`src/rtl/dot_product_sequencer.sv`:
```
// dot_product_sequencer
//   Computes a signed 16x16 dot product over two vectors in data memory and
//   writes the 16-bit saturated result into the register file. The CPU is
//   stalled through `busy` for the whole operation.
//
// Ports
//   clk, rst_n          clock, asynchronous active-low reset
//   start, abort        launch (taken only when idle) / cancel running op
//   base_a, base_w      vector base addresses (16-bit, address math wraps)
//   length, dst_reg     element count (0..255), destination register
//   mem_req/addr/gnt    read request handshake; mem_rdata is valid one
//   mem_rdata           cycle after a granted request
//   rf_we/waddr/wdata   register-file write port (active in WB only)
//   busy, done          operation in flight / one-cycle completion pulse
module dot_product_sequencer (
    input  logic        clk,
    input  logic        rst_n,
    input  logic        start,
    input  logic        abort,
    input  logic [15:0] base_a,
    input  logic [15:0] base_w,
    input  logic [7:0]  length,
    input  logic [3:0]  dst_reg,
    output logic        mem_req,
    output logic [15:0] mem_addr,
    input  logic        mem_gnt,
    input  logic [15:0] mem_rdata,
    output logic        rf_we,
    output logic [3:0]  rf_waddr,
    output logic [15:0] rf_wdata,
    output logic        busy,
    output logic        done
);

    typedef enum logic [2:0] {IDLE, REQ_A, REQ_W, MAC, WB} state_t;

    typedef struct packed {
        logic [15:0] base_a;
        logic [15:0] base_w;
        logic [7:0]  len;
        logic [3:0]  dst;
    } params_t;

    state_t             state, state_nxt;
    params_t            prm;
    logic signed [31:0] acc;
    logic [7:0]         idx;
    logic signed [15:0] a_reg;
    logic               a_cap;     // previous cycle was a granted REQ_A
    logic signed [31:0] product;
    logic [32:0]        sum;
    logic [31:0]        acc_nxt;
    logic [15:0]        acc_sat16;

    // 16x16 signed product always fits in 32 bits.
    assign product = 32'(a_reg) * 32'($signed(mem_rdata));
    assign sum     = {acc[31], acc} + {product[31], product};

    // Accumulator saturation: a carry into bit 32 that disagrees with bit 31
    // means the 32-bit result overflowed; clamp toward the sign of the sum.
    always_comb begin
        acc_nxt = sum[31:0];
        if (sum[32] != sum[31])
            acc_nxt = sum[32] ? 32'h8000_0000 : 32'h7FFF_FFFF;
    end

    always_comb begin
        acc_sat16 = acc[15:0];
        if (acc[31:15] != {17{acc[31]}})
            acc_sat16 = acc[31] ? 16'h8000 : 16'h7FFF;
    end

    always_ff @(posedge clk or negedge rst_n) begin
        if (!rst_n) state <= IDLE;
        else        state <= state_nxt;
    end

    always_comb begin
        state_nxt = state;
        case (state)
            IDLE:    if (start) state_nxt = (length == 8'd0) ? WB : REQ_A;
            REQ_A:   if (mem_gnt) state_nxt = REQ_W;
            REQ_W:   if (mem_gnt) state_nxt = MAC;
            MAC:     state_nxt = (idx == prm.len - 8'd1) ? WB : REQ_A;
            WB:      state_nxt = IDLE;
            default: state_nxt = IDLE;
        endcase
        // Cancel beats every transition, including the write-back.
        if (abort && state != IDLE) state_nxt = IDLE;
    end

    always_comb begin
        mem_req  = 1'b0;
        mem_addr = 16'd0;
        rf_we    = 1'b0;
        rf_waddr = 4'd0;
        rf_wdata = 16'd0;
        done     = 1'b0;
        busy     = (state != IDLE);
        case (state)
            REQ_A: begin
                mem_req  = 1'b1;
                mem_addr = prm.base_a + {8'd0, idx};
            end
            REQ_W: begin
                mem_req  = 1'b1;
                mem_addr = prm.base_w + {8'd0, idx};
            end
            WB: begin
                // An abort landing on the write-back cycle suppresses it.
                if (!abort) begin
                    rf_we    = 1'b1;
                    rf_waddr = prm.dst;
                    rf_wdata = acc_sat16;
                    done     = 1'b1;
                end
            end
            default: ;
        endcase
    end

    always_ff @(posedge clk or negedge rst_n) begin
        if (!rst_n) begin
            prm   <= '0;
            acc   <= '0;
            idx   <= '0;
            a_reg <= '0;
            a_cap <= 1'b0;
        end else begin
            // Read data only lands one cycle after the grant, so the capture
            // is keyed off a registered flag rather than the current state
            // (REQ_W may stall for several cycles with stale rdata).
            a_cap <= (state == REQ_A) && mem_gnt;
            if (a_cap) a_reg <= $signed(mem_rdata);
            if (state == IDLE && start) begin
                prm <= '{base_a: base_a, base_w: base_w, len: length, dst: dst_reg};
                acc <= '0;
                idx <= '0;
            end else if (state == MAC && !abort) begin
                acc <= $signed(acc_nxt);
                idx <= idx + 8'd1;
            end
        end
    end

endmodule

```
`config.mk`:
```
export PLATFORM = sky130hd
export DESIGN_NAME = dot_product_sequencer
export DESIGN_NICKNAME = d
export VERILOG_FILES = /design/src/rtl/dot_product_sequencer.sv
export SDC_FILE = /design/constraint.sdc
export NUM_CORES = 1
export LEC_CHECK = 0
export ABC_AREA = 1
export CELL_PAD_IN_SITES_DETAIL_PLACEMENT = 1
export CELL_PAD_IN_SITES_GLOBAL_PLACEMENT = 2
export CORE_ASPECT_RATIO = 1.1
export CORE_MARGIN = 2
export CORE_UTILIZATION = 34
export CTS_BUF_LIST = sky130_fd_sc_hd__clkbuf_16
export DETAILED_ROUTE_END_ITERATION = 8
export HOLD_SLACK_MARGIN = 0.1
export PLACE_DENSITY = 0.85
export SYNTH_ARGS = -nofsm -noshare
export SYNTH_HDL_FRONTEND = slang
export SYNTH_SLANG_ARGS = --single-unit
export TNS_END_PERCENT = 1
```
`constraint.sdc`:
```
create_clock -name clk -period 5.8 [get_ports clk]
set_clock_uncertainty 0.2 [all_clocks]
set_input_delay 1.74 -clock clk [delete_from_list [all_inputs] [get_ports clk]]
set_output_delay 1.74 -clock clk [all_outputs]
set_load 0.01 [all_outputs]
```
* After elaboration in Yosys (flattened, before gate mapping)
Index checks and enable logic that the tools add are counted.
** Word-level totals
- Register bits :: 104
- Input bits :: 65
** Operators by class
- Equality and inequality tests :: 10
- Mux-type cells :: 23
- Add/subtract/negate cells :: 5
- Reductions and logical operators :: 11
- Multiply operators :: 1
** Operators with widths (count)
- 32-bit two-way mux :: 4
- 16-bit two-way mux :: 4
- 32-bit by 32-bit adder with 33-bit output :: 1
- 16-bit by 8-bit adder with 16-bit output :: 2
- 16-bit by 16-bit multiplier with 32-bit output :: 1
- 16-bit case mux with 2 select lines :: 1
- 3-bit two-way mux :: 6
- 8-bit two-way mux :: 2
- 16-bit != test :: 1
- 3-bit case mux with 4 select lines :: 1
- 3-bit != test, second input constant :: 3
- 8-bit by 1-bit adder with 8-bit output, second input constant :: 1
- 8-bit == test :: 1
- 8-bit zero test :: 1
- 4-bit two-way mux :: 2
- 8-bit by 1-bit subtractor with 8-bit output, second input constant :: 1
- 3-bit by 2-bit == test with 1-bit output, second input constant :: 2
- 1-bit logical AND :: 4
- 3-bit by 1-bit == test with 1-bit output, second input constant :: 1
- 3-bit == test, second input constant :: 1
- 3-bit zero test :: 1
- 1-bit two-way mux :: 3
- 3-bit AND reduction :: 1
- 3-bit nonzero test :: 1
- other kinds (4) :: 4

* Depth between registers and ports, before layout
Gate-level depths: netlist (run 1).
- Depth in word-level cells :: 6
- Gate-level depth with buffers :: 33
- Depth with buffers taken out :: 30

* Worst setup path after synthesis (run 1)
No wires, ideal clock.
- Path type :: input to register
- From :: input port mem_rdata[3]
- To :: register acc[10]
- Setup time :: 0.116 ns
- Stages :: 29
- Setup slack :: -1.755 ns
- Data arrival time :: 7.239 ns
- Buffers on the path :: 3
- Required time :: 5.484 ns
- Path through :: clkbuf_1 clkbuf_1 nand2_1 inv_1 fa_1 inv_1 fa_1 inv_1 fa_1 fa_1 fa_1 inv_1 fa_1 inv_1 ha_1 nand2_1 inv_1 nand2_1 and2_1 nand2_1 a21oi_1 nand3_1 nand2_2 inv_2 nor2_4 nor2_8 buf_12 nand2_2 nand2_1
** Between the ends
- Cells in the longest elaborated chain, start to end :: 6
- Elaborated cells between the ends (all ways) :: 7
- Classes of those cells :: 1 x add/sub; 1 x mul; 1 x eq/ne; 4 x mux
** RTL lines
- from (decl) :: RTL line 27 : input logic [15:0] mem_rdata,
- 16-bit by 16-bit multiplier with 32-bit output * :: RTL line 56 : assign product = 32'(a_reg) * 32'($signed(mem_rdata));
- 32-bit by 32-bit adder with 33-bit output * :: RTL line 57 : assign sum = {acc[31], acc} + {product[31], product};
- 32-bit two-way mux / 1-bit != test (equally long branches) :: RTL line 64, 63
- 32-bit two-way mux * :: RTL line 63 : if (sum[32] != sum[31])
- 32-bit two-way mux * :: RTL line 139 : end else if (state == MAC && !abort) begin
- 32-bit two-way mux * :: RTL line 135 : if (state == IDLE && start) begin
- to (signal assigned) :: RTL line 140 : acc <= $signed(acc_nxt);
- to (decl) :: RTL line 46 : logic signed [31:0] acc;
Every way passes the cells marked *; elsewhere a longest branch is shown, timed or not. The select of a mux whose other input is x is not followed.
A chain may end at the register's enable or synchronous reset.

* Final worst setup path (run 1)
- From :: input port mem_rdata[1]
- To :: register acc[28]
Same word-level chain as after synthesis.

==> impl_metrics.py, run 1 <==
metrics = {
    "floorplan": {
        "die_y_um": 243,
        "dieArea_um2": 53900,
        "start_util_pct": 34.5,
        "rows": 87,
        "die_width_um": 222,
        "io_pins": 105,
        "core-area_um2": 51400,
    },
    "clock_network": {
        "hold_buffers": 0,
        "cts_sinks": 104,
        "clock_latency_ns": 0.42,
        "cts_tree": "built",
        "cts_buffers": 9,
        "cts_root_buf": "clkbuf_16",
        "path_clk_slew_ns": 0.08,
        "cts_max_level": 3,
        "clockBufferDepth": 2,
    },
    "sta": {
        "rsz0062_at_grt": "yes",
        "finalCritPeriodShare_pct": 129,
        "fin_ws_ns": -1.68,
        "hold_viol": 0,
        "slew_viol_final": 0,
        "max_freq_mhz": 134,
        "worst_slew_pin_slew_ns": 1.13,
        "fin_crit_ns": 7.48,
        "relSlewSlack_pct": 24.8,
        "setup_violations": 32,
    },
    "route": {
        "routed_wl_um": 57100,
        "drc": 2,
        "wl_per_cell_um": 17.4,
        "dr.pass1.iters": 7,
        "vias_per_cell": 4.70,
        "drt-initial-drc-count": 600,
        "ant_nets": 0,
        "vias": 15423,
    },
    "critical_path": {
        "start_kind": "input port",
        "cp-end-kind": "flip-flop",
        "critPathSlowestCell": "fa_2",
        "crit_buf_inv": 11,
        "path_delay_family": "adder cells",
        "max_stage_delay_ns": 0.67,
        "cpMostUsedCell": "nand2_1",
        "arrival_ns": 7.58,
        "path_max_fanout": 6,
        "path_class": "in -> reg",
        "required_ns": 5.90,
    },
    "hold_path": {
        "worstHoldPathType": "reg -> reg",
    },
    "placement": {
        "routabilityCongestion": 0.862,
        "dp_hpwl_um": 47500,
        "buffer_ports.inserted": 104,
        "place_inst": 3226,
    },
    "global_route": {
        "grt_pass1_vias": 17556,
        "busiest_layer": "met2",
        "track_usage_pct": 21.4,
        "met3_usage_pct": 2.44,
        "grt_pass1_wl_um": 91200,
        "grt_remaining_overflow": 0,
        "grt_max_degree": 51,
        "antenna_found_initial": 0,
        "met1_usage_pct": 25.1,
        "grt_use_met2_pct": 40.1,
    },
    "yosys": {
        "synth_top_family_by_area": "adder cells",
        "synth_area_um2": 17700,
        "postSynth.asyncResetShare_pct": 100,
        "synthAdderAreaFrac_pct": 41.8,
        "synth-edff-count": 0,
        "syn_inst": 2314,
        "synth_xor_area_share_pct": 1.83,
        "synth-warning-count": 0,
        "synthFlopType": "dfrtp_1",
        "synth_mux_area_share_pct": 0.876,
        "synth_fp_nets": 2790,
        "avgSynthCellArea_um2": 7.65,
        "synth-simple-area-share_pct": 22.7,
        "synth_cell_types": 47,
        "yosysSeqAreaShare_pct": 14.7,
        "ys_ff_latch": 104,
        "synth_compound_area_share_pct": 3.32,
    },
    "layout": {
        "insertedDiodeCount": 0,
        "fillers": 6230,
        "multi_input_area_um2": 13200,
        "nets": 3088,
        "areaGrowthSynthToFinish_pct": 28.1,
        "drive_above_1_share_pct": 19.2,
        "regArea_um2": 2600,
        "final_cells": 3284,
        "largest_reg_flops": 44,
    },
    "status": {
        "violations": "DRC, setup timing",
        "status": "complete, but fails checks",
    },
    "job": {
        "drv_cap": 0,
    },
}
-- layer usage --
layer	routed length (um)	up-vias
met1	23200	7837
met5	0	-
li1	-	7288
met2	30900	216
met3	1350	82
met4	1650	0
-- cells by family (layout without fill, tap and decap cells) --
family	count (synthesis)	count (layout)
AOI/OAI and AO/OA	108	108
xor gates and xnor gates	37	37
adders and majority gates	411	411
buffers and inverters	681	983
DFF	104	104
muxes	14	14
and+or+nand+nor	959	960
-- stage by stage --
step	worst slack [ns]	setup TNS (ns)	hold WS, ns	utilization, %	area (um2)
after global routing	-1.87	-58.69	0.306	44.1	22700
after floorplan	-1.44	-45.71	0.241	-	17900
final	-1.68	-52.39	0.278	44.1	22700
after CTS	-1.97	-61.97	0.282	42.2	21700
after detailed placement	-2.62	-81.23	0.262	41.4	21300
after global placement	-2.55	-78.80	0.258	41.4	21300
-- cells in the final DEF, fill, tap and decap left out, types with 14 or more instances in the layout --
cell type	instances
nand3_2	21
o21ai_0	41
clkbuf_16	14
buf_12	24
a21oi_1	36
nand2_4	16
nand4_1	18
nor3_1	17
nand2_1	619
clkdlybuf4s50_1	87
nand3_1	55
xor2_1	15
xnor2_1	22
inv_1	561
dfrtp_1	104
inv_2	24
ha_1	90
ha_4	21
nand2_2	60
buf_4	237
nor2_1	120
fa_1	288
-- cell type report --
cell class / count / share of cell area (%)
clock buffer: 9 / 0.993
clock inverter: 7 / 0.281
inverter: 587 / 9.77
multi-input combinational: 1530 / 58.1
sequential: 104 / 11.5
tap: 667 / 3.68
timing repair buffer: 380 / 15.7
-- worst register-to-register path, delay by kind of cell (launching register included) --
family	cells	cell delay (ns)
adder cells (fa/ha/maj)	7	3.56
AND/OR/NAND/NOR	13	1.24
buffers and inverters	10	0.98
flip-flops	1	0.39
AO/OA/AOI/OAI	1	0.05
-- cells in the mapped netlist (4+ instances only) --
master	instances	share of area, %
nand3_1	75	2.1
ha_1	111	7.8
xnor2_1	22	1.1
nand2_1	652	14
nor2_1	126	2.7
xor2_1	15	0.74
a21oi_1	45	1.3
mux2_2	12	0.76
inv_1	581	12
fa_1	300	34
dfrtp_1	104	15
nand4_1	18	0.64
buf_2	8	0.23
nand2_2	41	1.4
inv_2	6	0.13
o21ai_0	43	1.2
clkbuf_1	81	1.7
o21bai_1	4	0.17
nor3_1	19	0.54
-- final timing paths --
check | startpoint | end | slack, ns | cells past startpoint
max in group asynchronous | rst_n | a_reg[13] | 3.28 | 2
min in group asynchronous | rst_n | prm[11] | 1.20 | 1
setup reg to reg | a_reg[15] | acc[28] | -0.71 | 31
hold / removal | prm[38] | prm[38] | 0.28 | 2
hold reg to reg | prm[38] | prm[38] | 0.28 | 2
setup / recovery | mem_rdata[1] | acc[28] | -1.68 | 32
-- timing repair --
| action | CTS | global route |
|---|---|---|
| endpoints found under the setup margin | 34 | 37 |
| pin swaps | 11 | 82 |
| buffers inserted | 3 | 33 |
| gates cloned | 1 | 6 |
| gates resized for setup | 16 | 156 |
Power of run 1 is not shown: default switching activity piles up to over one toggle a cycle in this logic, so the estimate is an artifact.
==> run 2: changes to the inputs <==
--- a/config.mk
+++ b/config.mk
@@ -6,6 +6,7 @@
 export NUM_CORES = 1
 export LEC_CHECK = 0
 export ABC_AREA = 1
+export ABC_CLOCK_PERIOD_IN_PS = 5800
 export CELL_PAD_IN_SITES_DETAIL_PLACEMENT = 1
 export CELL_PAD_IN_SITES_GLOBAL_PLACEMENT = 2
 export CORE_ASPECT_RATIO = 1.1
==> constraint.sdc (replaced) <==
create_clock -name clk -period 5.8 [get_ports clk]
set_clock_uncertainty 0.2 [all_clocks]
set_input_delay 1.74 -clock clk [delete_from_list [all_inputs] [get_ports clk]]
set_output_delay 1.74 -clock clk [all_outputs]
set_load 0.005 [all_outputs]
==> run 2 against run 1 <==
Net effect: the run still ends with DRC, setup timing left; critical endpoint is now acc[22]; final cell count down 0.73%; core utilization shrank 1.0 points; hold slack gained 0.0035 ns; design area down 2.4%; flip-flop and latch count stayed put; routed wire length is 3.4% lower; die area unchanged; non-clock buffer count shrank 23; largest cell class unchanged.
==> impl_metrics.py, run 2 (synthesis results as in run 1) <==
metrics = {
    "placement": {
        "routabilityCongestion": 0.904,
        "dp_slack_ns": -2.71,
        "dp_hpwl_um": 47600,
        "buffer_ports.inserted": 104,
    },
    "clock_network": {
        "path_clk_slew_ns": 0.08,
        "cts_buffers": 9,
        "cts_max_level": 3,
        "clockBufferDepth": 2,
        "cts_root_buf": "clkbuf_16",
        "cts_tree": "built",
        "cts_sinks": 104,
        "clock_latency_ns": 0.40,
    },
    "sta": {
        "rsz0062_at_grt": "yes",
        "fin_ws_ns": -1.96,
        "finalCritPeriodShare_pct": 134,
        "hold_viol": 0,
        "slew_viol_final": 0,
        "setup_violations": 32,
        "fin_crit_ns": 7.76,
        "max_freq_mhz": 129,
        "finalSetupTns_ns": -61.32,
        "relSlewSlack_pct": 24.1,
        "worst_slew_pin_slew_ns": 1.14,
        "holdWs_ns": 0.282,
    },
    "global_route": {
        "grt_pass1_vias": 17485,
        "track_usage_pct": 21.4,
        "grt_max_degree": 44,
        "antenna_found_initial": 0,
        "grt_remaining_overflow": 0,
        "grt_pass1_wl_um": 91500,
    },
    "layout": {
        "drive_above_1_share_pct": 16.4,
        "nets": 3065,
        "final_cell_mix": "630 x nand2_1, 573 x inv_1, 292 x fa_1",
        "areaGrowthSynthToFinish_pct": 25.0,
        "insertedDiodeCount": 0,
        "largest_reg_flops": 44,
        "final_common_cell": "nand2_1",
    },
    "critical_path": {
        "cp-end-kind": "flip-flop",
        "arrival_ns": 7.85,
        "required_ns": 5.89,
        "rr_worst_depth": 26,
        "path_delay_family": "adder cells",
        "crit-reg2reg-capture": "acc[5]",
        "path_max_fanout": 11,
        "rrSetupSlack_ns": -0.60,
        "path_class": "in -> reg",
        "critPathSlowestCell": "fa_2",
        "max_stage_delay_ns": 0.67,
        "crit_buf_inv": 10,
        "start_kind": "input port",
        "regToRegStartpoint": "a_reg[13]",
    },
    "job": {
        "drv_cap": 0,
    },
    "route": {
        "drc": 2,
        "vias_per_cell": 4.69,
        "ant_nets": 0,
        "routed_wl_um": 55100,
        "wl_per_cell_um": 16.9,
        "dr.pass1.iters": 8,
        "vias": 15284,
        "drt-initial-drc-count": 471,
    },
    "floorplan": {
        "rows": 87,
        "dieArea_um2": 53900,
        "core-area_um2": 51400,
        "die_y_um": 243,
        "io_pins": 105,
        "start_util_pct": 34.5,
        "die_width_um": 222,
    },
    "status": {
        "status": "complete, but fails checks",
        "violations": "DRC, setup timing",
    },
    "hold_path": {
        "hold_end": "prm[37]",
        "min_from": "prm[37]",
        "worstHoldPathType": "reg -> reg",
        "whs_path_depth": 2,
    },
}
[run 2: cell type report]
| cell class | count | area [um2] |
|---|---|---|
| multi-input combinational | 1530 | 12900 |
| clock inverter | 6 | 92.6 |
| inverter | 587 | 2210 |
| fill | 6306 | 29200 |
| sequential | 104 | 2600 |
| timing repair buffer | 357 | 3240 |
| clock buffer | 9 | 225 |
| tap | 667 | 835 |
[run 2: per-layer routing]
metal	up-vias	GRT usage [%]	share of wire (%)
li1	7230	-	-
met1	7735	25.4	41
met2	234	40.0	53
met3	85	2.17	2.4
met4	0	7.55	3.1
met5	-	0	0
[run 2: tightest hold or removal path, stage by stage (launching register included)]
cell,delay (ns)
dfrtp_1,0.34
nand2_1,0.06
nand2_1,0.05
[run 2: worst max-delay path by stage]
| stage | startpoint | slack [ns] | endpoint | cells after the start |
|---|---|---|---|---|
| after CTS | mem_rdata[4] | -1.94 | acc[21] | 27 |
| after floorplan | mem_rdata[3] | -1.44 | acc[10] | 27 |
| after global routing | mem_rdata[10] | -2.16 | acc[5] | 30 |
| after detailed placement | mem_rdata[4] | -2.71 | acc[0] | 27 |
| final | mem_rdata[1] | -1.96 | acc[22] | 28 |
| after global placement | mem_rdata[10] | -2.62 | acc[0] | 27 |
[run 2: repair_timing]
item | 4_1_cts | 5_1_grt
pin swaps | 14 | 23
gates resized for setup | 31 | 46
gates cloned | 1 | 2
setup buffers | 8 | 5
hold buffers | 0 | 0
endpoints found under the setup margin | 34 | 35
[run 2: stage by stage]
stage	instances	util, %	instance area [um2]
after CTS	3253	42.5	21800
final	3260	43.1	22100
after floorplan	2314	-	17900
after global placement	3229	41.4	21300
after detailed placement	3229	41.4	21300
after global routing	3260	43.1	22100
Power of run 2 is left out for the same reason.
==> run 3: changes to the inputs <==
--- a/config.mk
+++ b/config.mk
@@ -8,14 +8,14 @@
 export ABC_AREA = 1
 export ABC_CLOCK_PERIOD_IN_PS = 5800
 export CELL_PAD_IN_SITES_DETAIL_PLACEMENT = 1
-export CELL_PAD_IN_SITES_GLOBAL_PLACEMENT = 2
+export CELL_PAD_IN_SITES_GLOBAL_PLACEMENT = 1
 export CORE_ASPECT_RATIO = 1.1
 export CORE_MARGIN = 2
-export CORE_UTILIZATION = 34
+export CORE_UTILIZATION = 42
 export CTS_BUF_LIST = sky130_fd_sc_hd__clkbuf_16
 export DETAILED_ROUTE_END_ITERATION = 8
 export HOLD_SLACK_MARGIN = 0.1
-export PLACE_DENSITY = 0.85
+export PLACE_DENSITY_LB_ADDON = 0.1
 export SYNTH_ARGS = -nofsm -noshare
 export SYNTH_HDL_FRONTEND = slang
 export SYNTH_SLANG_ARGS = --single-unit
==> run 3 against run 2 <==
Net effect: the flow finishes with violations (setup timing); critical path depth grew 2; hold slack got worse by 0.0026 ns; global-route usage grew 4.9 points; first-iteration DRC count grew 5.5%; fmax increased by 5.4%; core utilization rose by 10 points; final cell count decreased by 2.9%; via count rose by 1.0%; worst setup slack gained 0.40 ns; flip-flop and latch count unchanged; clock-buffer cell count unchanged.
==> impl_metrics.py, run 3 (synthesis results as in run 1) <==
metrics = {
    "route": {
        "ant_nets": 0,
        "drt-initial-drc-count": 497,
        "routed_wl_um": 55800,
        "vias": 15440,
        "wl_per_cell_um": 17.6,
        "drc": 0,
        "vias_per_cell": 4.88,
        "dr.pass1.iters": 5,
    },
    "layout": {
        "insertedDiodeCount": 0,
        "final_common_cell": "nand2_1",
        "drive_above_1_share_pct": 17.5,
        "largest_reg_flops": 44,
        "nets": 3075,
        "final_cell_mix": "625 x nand2_1, 569 x inv_1, 287 x fa_1",
        "fin_util_pct": 53.5,
        "areaGrowthSynthToFinish_pct": 25.1,
        "final_cells": 3164,
    },
    "clock_network": {
        "clockBufferDepth": 2,
        "cts_buffers": 9,
        "clock_latency_ns": 0.40,
        "hold_buffers": 0,
        "path_clk_slew_ns": 0.08,
        "cts_sinks": 104,
        "cts_tree": "built",
        "cts_root_buf": "clkbuf_16",
        "cts_max_level": 3,
    },
    "sta": {
        "hold_viol": 0,
        "finalCritPeriodShare_pct": 127,
        "fin_ws_ns": -1.57,
        "worst_slew_pin_slew_ns": 1.17,
        "setup_violations": 32,
        "slew_viol_final": 0,
        "rsz0062_at_grt": "yes",
        "relSlewSlack_pct": 21.8,
        "fin_crit_ns": 7.37,
        "max_freq_mhz": 136,
    },
    "critical_path": {
        "rr_worst_depth": 27,
        "critPathSlowestCell": "fa_1",
        "crit-reg2reg-capture": "acc[1]",
        "path_delay_family": "adder cells",
        "arrival_ns": 7.49,
        "max_stage_delay_ns": 0.58,
        "rrSetupSlack_ns": -0.91,
        "path_class": "in -> reg",
        "cp-end-kind": "flip-flop",
        "regToRegStartpoint": "a_reg[15]",
        "required_ns": 5.93,
        "start_kind": "input port",
        "crit_buf_inv": 9,
        "path_max_fanout": 8,
    },
    "placement": {
        "buffer_ports.inserted": 104,
        "place_inst": 3110,
        "dp_hpwl_um": 46400,
        "routabilityCongestion": 0.923,
    },
    "floorplan": {
        "dieArea_um2": 43800,
        "core-area_um2": 41400,
        "start_util_pct": 42.8,
        "io_pins": 105,
        "die_y_um": 219,
        "rows": 78,
        "die_width_um": 200,
    },
    "global_route": {
        "antenna_found_initial": 0,
        "grt_pass1_vias": 17389,
        "grt_pass1_wl_um": 89200,
        "grt_remaining_overflow": 0,
        "grt_max_degree": 58,
        "track_usage_pct": 26.3,
    },
    "status": {
        "violations": "setup timing",
        "status": "complete, but fails checks",
    },
    "job": {
        "drv_cap": 0,
    },
    "hold_path": {
        "worstHoldPathType": "reg -> reg",
        "min_from": "prm[27]",
        "hold_end": "prm[27]",
        "whs_path_depth": 2,
    },
}
[run 3: changes by cell type in the layout (fill, tap and decap cells not counted), sizes merged]
cell	before	now
buf	252	262
bufinv	2	1
clkbuf	11	17
clkdlybuf4s50	103	88
clkinv	2	5
dlymetal6s2s	0	10
inv	589	588
nor2	134	133
[run 3: worst max path at each step]
stage	from	endpoint	slack (ns)	cells after the start
2_1_floorplan	mem_rdata[3]	acc[10]	-1.44	27
3_5_place_dp	mem_rdata[11]	acc[22]	-2.40	28
4_1_cts	mem_rdata[1]	acc[0]	-1.88	29
5_1_grt	mem_rdata[2]	acc[14]	-1.76	32
6_report	mem_rdata[7]	acc[1]	-1.57	30
3_3_place_gp	mem_rdata[11]	acc[0]	-2.34	28
[run 3: timing repair]
item | 4_1_cts | 5_1_grt
setup buffers | 0 | 33
pin swaps | 2 | 71
endpoints found under the setup margin | 35 | 38
gates cloned | 1 | 4
resized for setup | 17 | 117
[run 3: routing by layer]
metal,GRT usage (%),vias to the layer above,routed length (um)
li1,-,7274,-
met1,31.9,7858,23000
met2,49.1,226,30000
met3,2.03,82,1200
met4,8.22,0,1590
met5,0,-,0
[run 3: final cells by class]
class,instances,area [um2]
clock buffers,9,225
clock inverters,7,90.1
fillers,5166,19200
inverters,587,2210
multi-input cells,1529,13000
flip-flops and latches,104,2600
well taps,560,701
repair buffers,368,3350
[run 3: worst min-delay path, delay by kind of cell, from the launching register on]
family / cells / cell delay [ns]
flops: 1 / 0.35
simple gates: 2 / 0.10
[run 3: stage by stage]
step / cell area [um2] / setup slack, ns / hold slack [ns] / setup TNS, ns
2_1_floorplan: 17900 / -1.44 / 0.241 / -45.71
3_3_place_gp: 21100 / -2.34 / 0.260 / -73.91
3_5_place_dp: 21100 / -2.40 / 0.263 / -75.81
4_1_cts: 21500 / -1.88 / 0.284 / -59.13
5_1_grt: 22100 / -1.76 / 0.308 / -55.42
6_report: 22100 / -1.57 / 0.279 / -48.89
Power of run 3 is left out for the same reason.
